File: src/rtl/handshake_fifo_buffer.sv
// Valid/ready FIFO buffer: NUM_SLOTS-entry circular storage with registered
// handshake flags, so neither ready nor valid depends combinationally on the other side.
module handshake_fifo_buffer #(
  parameter int DATA_WIDTH = 32,
  parameter int NUM_SLOTS  = 4
) (
  input  logic                  clk,
  input  logic                  rst,
  input  logic [DATA_WIDTH-1:0] ins,
  input  logic                  ins_valid,
  output logic                  ins_ready,
  output logic [DATA_WIDTH-1:0] outs,
  output logic                  outs_valid,
  input  logic                  outs_ready
);

  localparam int PTR_W = $clog2(NUM_SLOTS);
  localparam int CNT_W = $clog2(NUM_SLOTS + 1);
  localparam logic [PTR_W-1:0] LAST_PTR = PTR_W'(NUM_SLOTS - 1);
  localparam logic [CNT_W-1:0] FULL_CNT = CNT_W'(NUM_SLOTS);

  logic [DATA_WIDTH-1:0] mem_q [NUM_SLOTS];
  logic [PTR_W-1:0]      head_q, head_d;
  logic [PTR_W-1:0]      tail_q, tail_d;
  logic [CNT_W-1:0]      count_q, count_d;
  logic                  push, pop;

  // Flags come from count_q alone: a pop cannot free a slot for a push in the same cycle.
  assign ins_ready  = (count_q != FULL_CNT);
  assign outs_valid = (count_q != '0);
  assign outs       = mem_q[head_q];

  assign push = ins_valid && ins_ready;
  assign pop  = outs_valid && outs_ready;

  // NOTE: every always_comb output gets a default first, so no path leaves it unassigned (no latch).
  always_comb begin
    head_d  = head_q;
    tail_d  = tail_q;
    count_d = count_q;
    if (pop) begin
      head_d = (head_q == LAST_PTR) ? '0 : head_q + PTR_W'(1);
    end
    if (push) begin
      tail_d = (tail_q == LAST_PTR) ? '0 : tail_q + PTR_W'(1);
    end
    case ({push, pop})
      2'b10:   count_d = count_q + CNT_W'(1);
      2'b01:   count_d = count_q - CNT_W'(1);
      default: count_d = count_q;
    endcase
  end

  // NOTE: sequential state uses non-blocking assignments so all flops update together.
  always_ff @(posedge clk) begin
    if (rst) begin
      head_q  <= '0;
      tail_q  <= '0;
      count_q <= '0;
    end else begin
      head_q  <= head_d;
      tail_q  <= tail_d;
      count_q <= count_d;
    end
  end

  // NOTE: storage has no reset; stale entries are unreachable once count_q is cleared.
  always_ff @(posedge clk) begin
    if (push) begin
      mem_q[tail_q] <= ins;
    end
  end

endmodule
File: config.mk
export PLATFORM = sky130hd
export DESIGN_NAME = handshake_fifo_buffer
export DESIGN_NICKNAME = d
export VERILOG_FILES = /design/src/rtl/handshake_fifo_buffer.sv
export SDC_FILE = /design/constraint.sdc
export NUM_CORES = 1
export LEC_CHECK = 0
export BUFFER_PORTS_ARGS = -buffer_cell sky130_fd_sc_hd__buf_4
export CORE_MARGIN = 2
export CORE_UTILIZATION = 25
export DETAILED_ROUTE_END_ITERATION = 7
export SYNTH_ARGS = -nofsm -noshare
export SYNTH_HDL_FRONTEND = slang
export SYNTH_SLANG_ARGS = --single-unit
File: constraint.sdc
create_clock -name clk -period 7.1 [get_ports clk]
set_input_delay 0.71 -clock clk [delete_from_list [all_inputs] [get_ports clk]]
set_output_delay 0.71 -clock clk [all_outputs]
set_load 0.05 [all_outputs]
# Word-level counts from Yosys, hierarchy flattened
# Memories as Yosys holds them, arrays and structs flattened. A register that Yosys moved wholly into a read port is not among the register bits.
# Index checks and enable logic that the tools add are counted.
[classes]
eq_ne = 5
n_addsub = 4
reduce_logical = 4
muxes = 7
[op_table]
columns = ["cell", "n"]
rows = [
  ["$mux W2", 4],
  ["$eq A2 B2 Y1 const B", 3],
  ["$pmux W3 S2", 1],
  ["$add A2 B1 Y2 const B", 2],
  ["$add A3 B1 Y3 const B", 1],
  ["$ne A3 B3 Y1 const B", 1],
  ["$reduce_bool A3 Y1", 1],
  ["$sub A3 B1 Y3 const B", 1],
  ["$eq A2 B1 Y1 const B", 1],
  ["$logic_and A1 B1 Y1", 2],
  ["$mux W1", 2],
  ["$reduce_bool A2 Y1", 1],
]
[totals]
memories = 1
ramBits = 128
ff_bits = 7
output_inout_bits = 34
[memory_table]
columns = ["name", "words", "word_bits", "rd", "rd_ports_with_merged_regs", "write_ports", "line_no", "rtl"]
rows = [
  ["mem_q", 4, 32, 1, 1, 1, "22", "logic [DATA_WIDTH-1:0] mem_q [NUM_SLOTS];"],
]

# Depth between registers and ports, before layout
# Gate-level depths: netlist (run 1).
[depth]
depth_word = 4
depth_mapped = 9
depth_no_buf = 8

# Least setup slack after synthesis (run 1)
# Ideal clock, no wire load.
[synth_timing]
path_kind = "register -> register"
from = "reg count_q[2]"
to = "reg count_q[2]"
path_buffers = 1
arrival_time_ps = 2228
path_stages_with_launch = 10
slack_ps = 4802
cell_sequence = "dfxtp_1 -> or3b_1 -> buf_6 -> nand2_2 -> ha_1 -> inv_1 -> fa_1 -> xor2_1 -> or3_2 -> a21oi_1"
[synth_between]
elab_chain_cells = 4
elab_cells_between_ends = 10
classes_between = "add/sub (2); eq/ne (3); mux (1); reduce/logical (4)"
[synth_lines]
columns = ["element", "line_no", "rtl"]
rows = [
  ["start, declared", "25", "logic [CNT_W-1:0] count_q, count_d;"],
  ["start signal, assigned", "63", "count_q <= count_d;"],
  ["$ne A3 B3 Y1 *", "29", "assign ins_ready = (count_q != FULL_CNT);"],
  ["net ins_ready", "11", "output logic ins_ready,"],
  ["$logic_and A1 B1 Y1 *", "33", "assign push = ins_valid && ins_ready;"],
  ["$eq A2 B1 Y1 or $eq A2 B2 Y1 (tied branches)", "47", "case ({push, pop})"],
  ["$pmux W3 S2 or $reduce_bool A2 Y1 (tied branches)", "--", ""],
]
# The timed path passes the listed nets; every way through them passes the cells marked *.
# A chain may end at the register's enable or synchronous reset.

==> metrics, run 1 <==
status=finished, final reports clean; IO Pins=70; Tmin final=just over 3 ns; Worst Tran Pin Value=a little over 0.9 ns; peak supply drop=about 0.00013 V; DIE AREA=between 20000 and 25000 um^2; hold_ws=a little under 0.5 ns; Vias/cell=4.07; Row Count=52; sequential area share after synthesis=78.9%; LEAKAGE=0.00222 uW; clock sink count=approximately 140; power per cell area=roughly 410 nW/um^2; R2R setup slack=approximately 4.6 ns; FF-to-FF End=count_q[2]; DRT iter0 DRCs=130; drt drc=0; placed insts=between 500 and 600; CTS tree=yes; Mapped Nets=~260; post-CTS setup repair buffer count=0; Worst Hold End=mem_q[2][17]; total CTS buffers=17; GR Overflow Total=0; Die Y=roughly 150 um; number of fill cells=about 1900; placed cell areas=between 5000 and 6000 um^2; ratio of cells with drive above 1 in the final layout=between 40% and 50%; clock slew at reported path FFs=~0.060 ns; gpl congestion=around 0.63; HPWL after DPL=roughly 5900 um; Max Clock Freq=~330 MHz; Worst EP arrival=~2.3 ns; Hold Crit Start=ins[17]; Post-synth EDFFs=roughly 130; Yosys top cell by area=edfxtp_1; Initial Util=between 20% and 30%; setup violation total in the final timing report=0; Max Clock Skew=around 0.008 ns; number of port buffers=around 70; first-pass GRT wire length=around 15000 um; Post-Synthesis Cells=219; drt wl/cell=16.7 um; number of H-tree levels=4; CP Capture Type=output port; async set-reset flop share out of synthesis=0%; Synthesis Warnings=0; PostCTS Resize Cnt=0; CP max FO=21; Tcrit/Tclk final=42.6%; cts hold-fix bufs=0; design area=between 6000 and 7000 um^2; ys flop type=edfxtp_1; critical path type=reg2out; area delta synth->final=28.7%; Chip Width=147 um; Skew-Pair Late Insertion Delay=0.42 ns; Mean Syn Cell Area=23.3 um^2; Routed Wire Length=between 9000 and 10000 um; TNS Setup=0 ns; GRT Overall Usage=9.51%; CTS root buffer=clkbuf_16; top-area cell type share of the netlist area=around three quarters; Final Util=32.7%; nets=342; Post-Syn Area=5100 um^2; clk buf depth=2; Worst Hold Class=in2reg; Slew Limit Fails=0; largest cells by area after synthesis=edfxtp_1 (75%), mux4_2 (14%), dfxtp_1 (3.5%); RSZ-0062 raised after global routing=false; Final Hold Fails=0; worst relative slew slack=between 30% and 40%; r2r startpoint=count_q[2]; max cap viols=0; core area=between 20000 and 25000 um^2; Reg2Reg Depth=8; DR pass1 iterations=4; initial antenna violation count=0; DR vias=about 2400; hold path cells=1; vias in the first global route=roughly 2600; largest net degree at the start of global routing=33; worst path required time=6.39 ns; n_diodes=0; Post-Layout Cell Count=582; Detail Route Antenna Nets=0; Netlist cell types=26; Startpoint Class=flop; flops & latches, synth=137
## kinds of logic after synthesis
logic type | Yosys count | synth area share [%]
compound gates | 7 | 0.883
xor+xnor | 2 | 0.343
fa+ha+maj | 7 | 1.86
buf+inv | 15 | 1.50
flops | 137 | 78.9
mux | 34 | 14.5
simple gates | 17 | 2.01
## sequential cells by signal (all words and copies together), names as in the netlist, named ones only
| register | cells |
|---|---|
| count_q | 3 |
| head_q | 2 |
| mem_q | 128 |
| tail_q | 2 |
## critical path: stages, from the launching register on
cell and delay [ns]:
dfxtp_2 0.60, buf_4 0.48, mux4_2 0.58, buf_4 0.21
## report_power, final
part	switching [uW]	internal [uW]	total [uW]
sequential	49.1	975	1020
combinational	458	255	713
clock	320	626	946
## placed cells by master, fill, tap and decap left out, types with 2 or more instances in the layout
cell / synthesis / layout
ha_1: 6 / 6
mux4_2: 32 / 32
clkbuf_16: 0 / 17
nand2b_1: 2 / 2
or3_2: 2 / 2
dfxtp_2: 0 / 2
or3_1: 2 / 2
dfxtp_1: 9 / 7
inv_1: 6 / 6
bufinv_16: 0 / 4
buf_4: 3 / 70
xor2_1: 2 / 2
edfxtp_1: 128 / 128
and3_2: 3 / 4
clkinv_4: 0 / 3
nor2_1: 4 / 4
a21oi_1: 3 / 3
mux2i_1: 2 / 2
clkinvlp_4: 0 / 2
clkbuf_8: 0 / 4
## how the worst max path moves through the flow
stage / from / endpoint / slack [ns] / cells after the start
3_5_place_dp: flop / outs[22] / 4.43 / 3
4_1_cts: flop / outs[22] / 3.97 / 3
6_report: flop / outs[21] / 4.07 / 3
2_1_floorplan: count_q[2] / count_q[2] / 4.80 / 9
3_3_place_gp: flop / outs[29] / 4.45 / 3
5_1_grt: flop / outs[29] / 3.88 / 3
## layout make-up
| class | count | area (um^2) | share of cell area [%] |
|---|---|---|---|
| well taps | 270 | 338 | 5.15 |
| multi-input cells | 67 | 1000 | 15.3 |
| clock inverters | 10 | 166 | 2.53 |
| repair buffers | 70 | 526 | 8.00 |
| clock buffers | 22 | 484 | 7.38 |
| inverters | 6 | 22.5 | 0.343 |
| flip-flops and latches | 137 | 4030 | 61.3 |
## routing by layer
metal / routed length (um) / up-vias / global-route usage, % / share of wire [%]
met2: 5130 / 64 / 16.5 / 53
met1: 3860 / 1225 / 10.1 / 40
met3: 589 / 10 / 4.32 / 6.1
met5: 0 / - / 0 / 0
met4: 126 / 0 / 3.64 / 1.3
li1: - / 1067 / - / -
## stage by stage
stage / setup WS, ns / power, uW
after CTS: 3.97 / 2720
after global routing: 3.88 / 2790
final: 4.07 / 2680
after floorplan: 4.80 / 1560
after global placement: 4.45 / 1750
after detailed placement: 4.43 / 1770
## synthesized netlist by cell type, types with 2 or more instances
| cell | n |
|---|---|
| a21oi_1 | 3 |
| and3_2 | 3 |
| buf_1 | 4 |
| buf_4 | 3 |
| dfxtp_1 | 9 |
| edfxtp_1 | 128 |
| ha_1 | 6 |
| inv_1 | 6 |
| mux2i_1 | 2 |
| mux4_2 | 32 |
| nand2b_1 | 2 |
| nor2_1 | 4 |
| or3_1 | 2 |
| or3_2 | 2 |
| xor2_1 | 2 |
Power figures use the tool's default switching activity.
==> inputs of run 2 (changes only) <==
- clock period: 7.1 -> 3.2 ns (I/O delays scaled with it)
==> run 2 against run 1 <==
Flip-flop and latch count did not move. Count of clock-buffer cells in the layout fell by 3. Die area did not move. Worst setup slack got worse by 3.3 ns. Cell area fell by 0.53%. Final cell count did not move. Worst hold slack got worse by 0.38 ns. Global-route usage fell by 0.12 points. Critical endpoint is now count_q[2]. Highest routed layer unchanged.
==> metrics, run 2 (same netlist as run 1, synthesis figures left out) <==
Tcrit/Tclk final=76.0%; CP max FO=7 (-67%); commonest non-fill, non-tap cell in the layout=edfxtp_1; Row Count=52 (unchanged); Reg2Reg Depth=8 (unchanged); DIE AREA=21600 um^2 (unchanged); ratio of cells with drive above 1 in the final layout=45.5% (-0.32 points); status=finished, final reports clean; Worst Setup SP=count_q[2]; clk buf depth=2 (unchanged); Pwr Total=5850 uW (+120%); Hold Crit Start=ins[10]; critical path type=reg2reg; power per cell area=896 nW/um^2 (+120%); clock slew at reported path FFs=0.06 ns (about the same); post-CTS setup repair buffer count=0 (unchanged); peak supply drop=0.000357 V (+170%); IO Pins=70 (unchanged); Seq pwr share=38.3% (about the same); HPWL after DPL=5650 um (-4.8%); max reg flops=128 (unchanged); total CTS buffers=17 (unchanged); setup violation total in the final timing report=0 (unchanged); Biggest register=mem_q; Clk network pwr share=34.2% (-1.1 points); DR pass1 iterations=4 (unchanged); area delta synth->final=28.0%; LEAKAGE=0.00220 uW (-0.81%); gpl congestion=0.646 (+1.9%); hold_ws=0.109 ns (-0.383 ns); drt wl/cell=16.0 um (-3.9%); Logic pwr share=27.5% (+0.9 points); DR vias=2366 (unchanged); Die Y=147 um (unchanged); PostCTS Resize Cnt=0 (unchanged); TNS Setup=0 ns (unchanged); Highest Signal Layer=met4; Startpoint Class=flop; n_diodes=0 (unchanged); clock sink count=137 (unchanged); worst path required time=3.54 ns (-2.85 ns); Post-Layout Cell Count=582 (unchanged); number of fill cells=1901 (+0.16%); Max Clock Freq=a little over 400 MHz; R2R setup slack=0.77 ns (-3.85 ns); Worst Hold Class=in2reg; RSZ-0062 raised after global routing=false; vias in the first global route=2624 (-0.38%); Vias/cell=4.07 (unchanged); most frequent cells in the layout=edfxtp_1 (128), buf_4 (71), mux4_2 (32); DRT iter0 DRCs=131 (+0.77%); CTS tree=yes; worst relative slew slack=37.5% (-0.55 points); number of H-tree levels=4 (unchanged); Int Power=4030 uW (+120%); CP Capture Type=flop; Skew-Pair Late Insertion Delay=0.41 ns (about the same); Switching Share=31.1% (+0.25 points); Worst Hold End=mem_q[1][10]; largest registers=mem_q x128, count_q x3; GRT Overall Usage=9.39% (-0.12 points); Max Clock Skew=0.00581 ns (-0.00212 ns); Sw Pwr=1820 uW (+120%); Worst Tran Pin Value=0.938 ns (+0.00822 ns); placed insts=551 (+0.18%); initial antenna violation count=0 (unchanged); Detail Route Antenna Nets=0 (unchanged); max cap viols=0 (unchanged); Final Hold Fails=0 (unchanged); number of port buffers=69 (unchanged); r2r startpoint=count_q[2]; placed cell areas=5920 um^2 (+0.13%); Initial Util=25.4% (unchanged); nets=343 (+0.29%); FF-to-FF End=count_q[2]; Slew Limit Fails=0 (unchanged); core area=20100 um^2 (unchanged); M1 WL=4180 um (+8.1%); routed wl met3=531 um (-9.8%); hold path cells=1 (unchanged); CTS root buffer=clkbuf_16; design area=6530 um^2 (-0.53%); cts hold-fix bufs=0 (unchanged); GR Overflow Total=0 (unchanged); met2 WL=4500 um (-12%); Routed Wire Length=9330 um (-3.9%); largest net degree at the start of global routing=33 (unchanged); drt drc=0 (unchanged); first-pass GRT wire length=14700 um (about the same); Worst EP arrival=2.77 ns (+0.45 ns); Chip Width=147 um (unchanged); Tmin final=2.43 ns
[run 2: critical path: stages, from the launching register on]
cell and delay [ns]:
dfxtp_1 0.38, or3b_1 0.47, nand2_2 0.15, ha_1 0.20
inv_1 0.06, fa_1 0.37, xor2_1 0.16, or3_2 0.41
a21oi_1 0.15
[run 2: through the flow]
step | util, % | setup WS, ns
6_report | 32.5 | 0.767
3_3_place_gp | 29.5 | 0.902
4_1_cts | 32.5 | 0.773
3_5_place_dp | 29.5 | 0.796
5_1_grt | 32.5 | 0.621
2_1_floorplan | - | 0.902
[run 2: worst max-delay path by stage]
stage                       endpoint  cells after the start  slack [ns]
final                     count_q[2]                      8        0.77
after floorplan           count_q[2]                      9        0.90
after detailed placement  count_q[2]                      8        0.80
after global placement    count_q[2]                      8        0.90
after CTS                 count_q[2]                      8        0.77
after global routing      count_q[2]                      8        0.62
[run 2: power by group through the flow]
stage | Clock, uW | Sequential (uW) | Combinational [uW]
CTS | 2060 | 2250 | 1650
global route | 2140 | 2260 | 1710
global placement | 0 | 2270 | 1620
detailed placement | 0 | 2290 | 1640
finish | 2000 | 2240 | 1610
floorplan | 0 | 2240 | 1220
[run 2: layout make-up]
type | instances | area [um^2] | share of cell area (%)
Inverter | 6 | 22.5 | 0.345
Multi-Input combinational cell | 67 | 1000 | 15.3
Clock inverter | 12 | 175 | 2.68
Tap cell | 270 | 338 | 5.17
Sequential cell | 137 | 4030 | 61.7
Clock buffer | 19 | 433 | 6.63
Timing Repair Buffer | 71 | 533 | 8.16
[run 2: metal layers]
| layer | GRT usage [%] | up-vias |
|---|---|---|
| met2 | 14.6 | 54 |
| met3 | 4.19 | 15 |
| met5 | 0 | - |
| li1 | - | 1068 |
| met1 | 11.6 | 1229 |
| met4 | 3.64 | 0 |
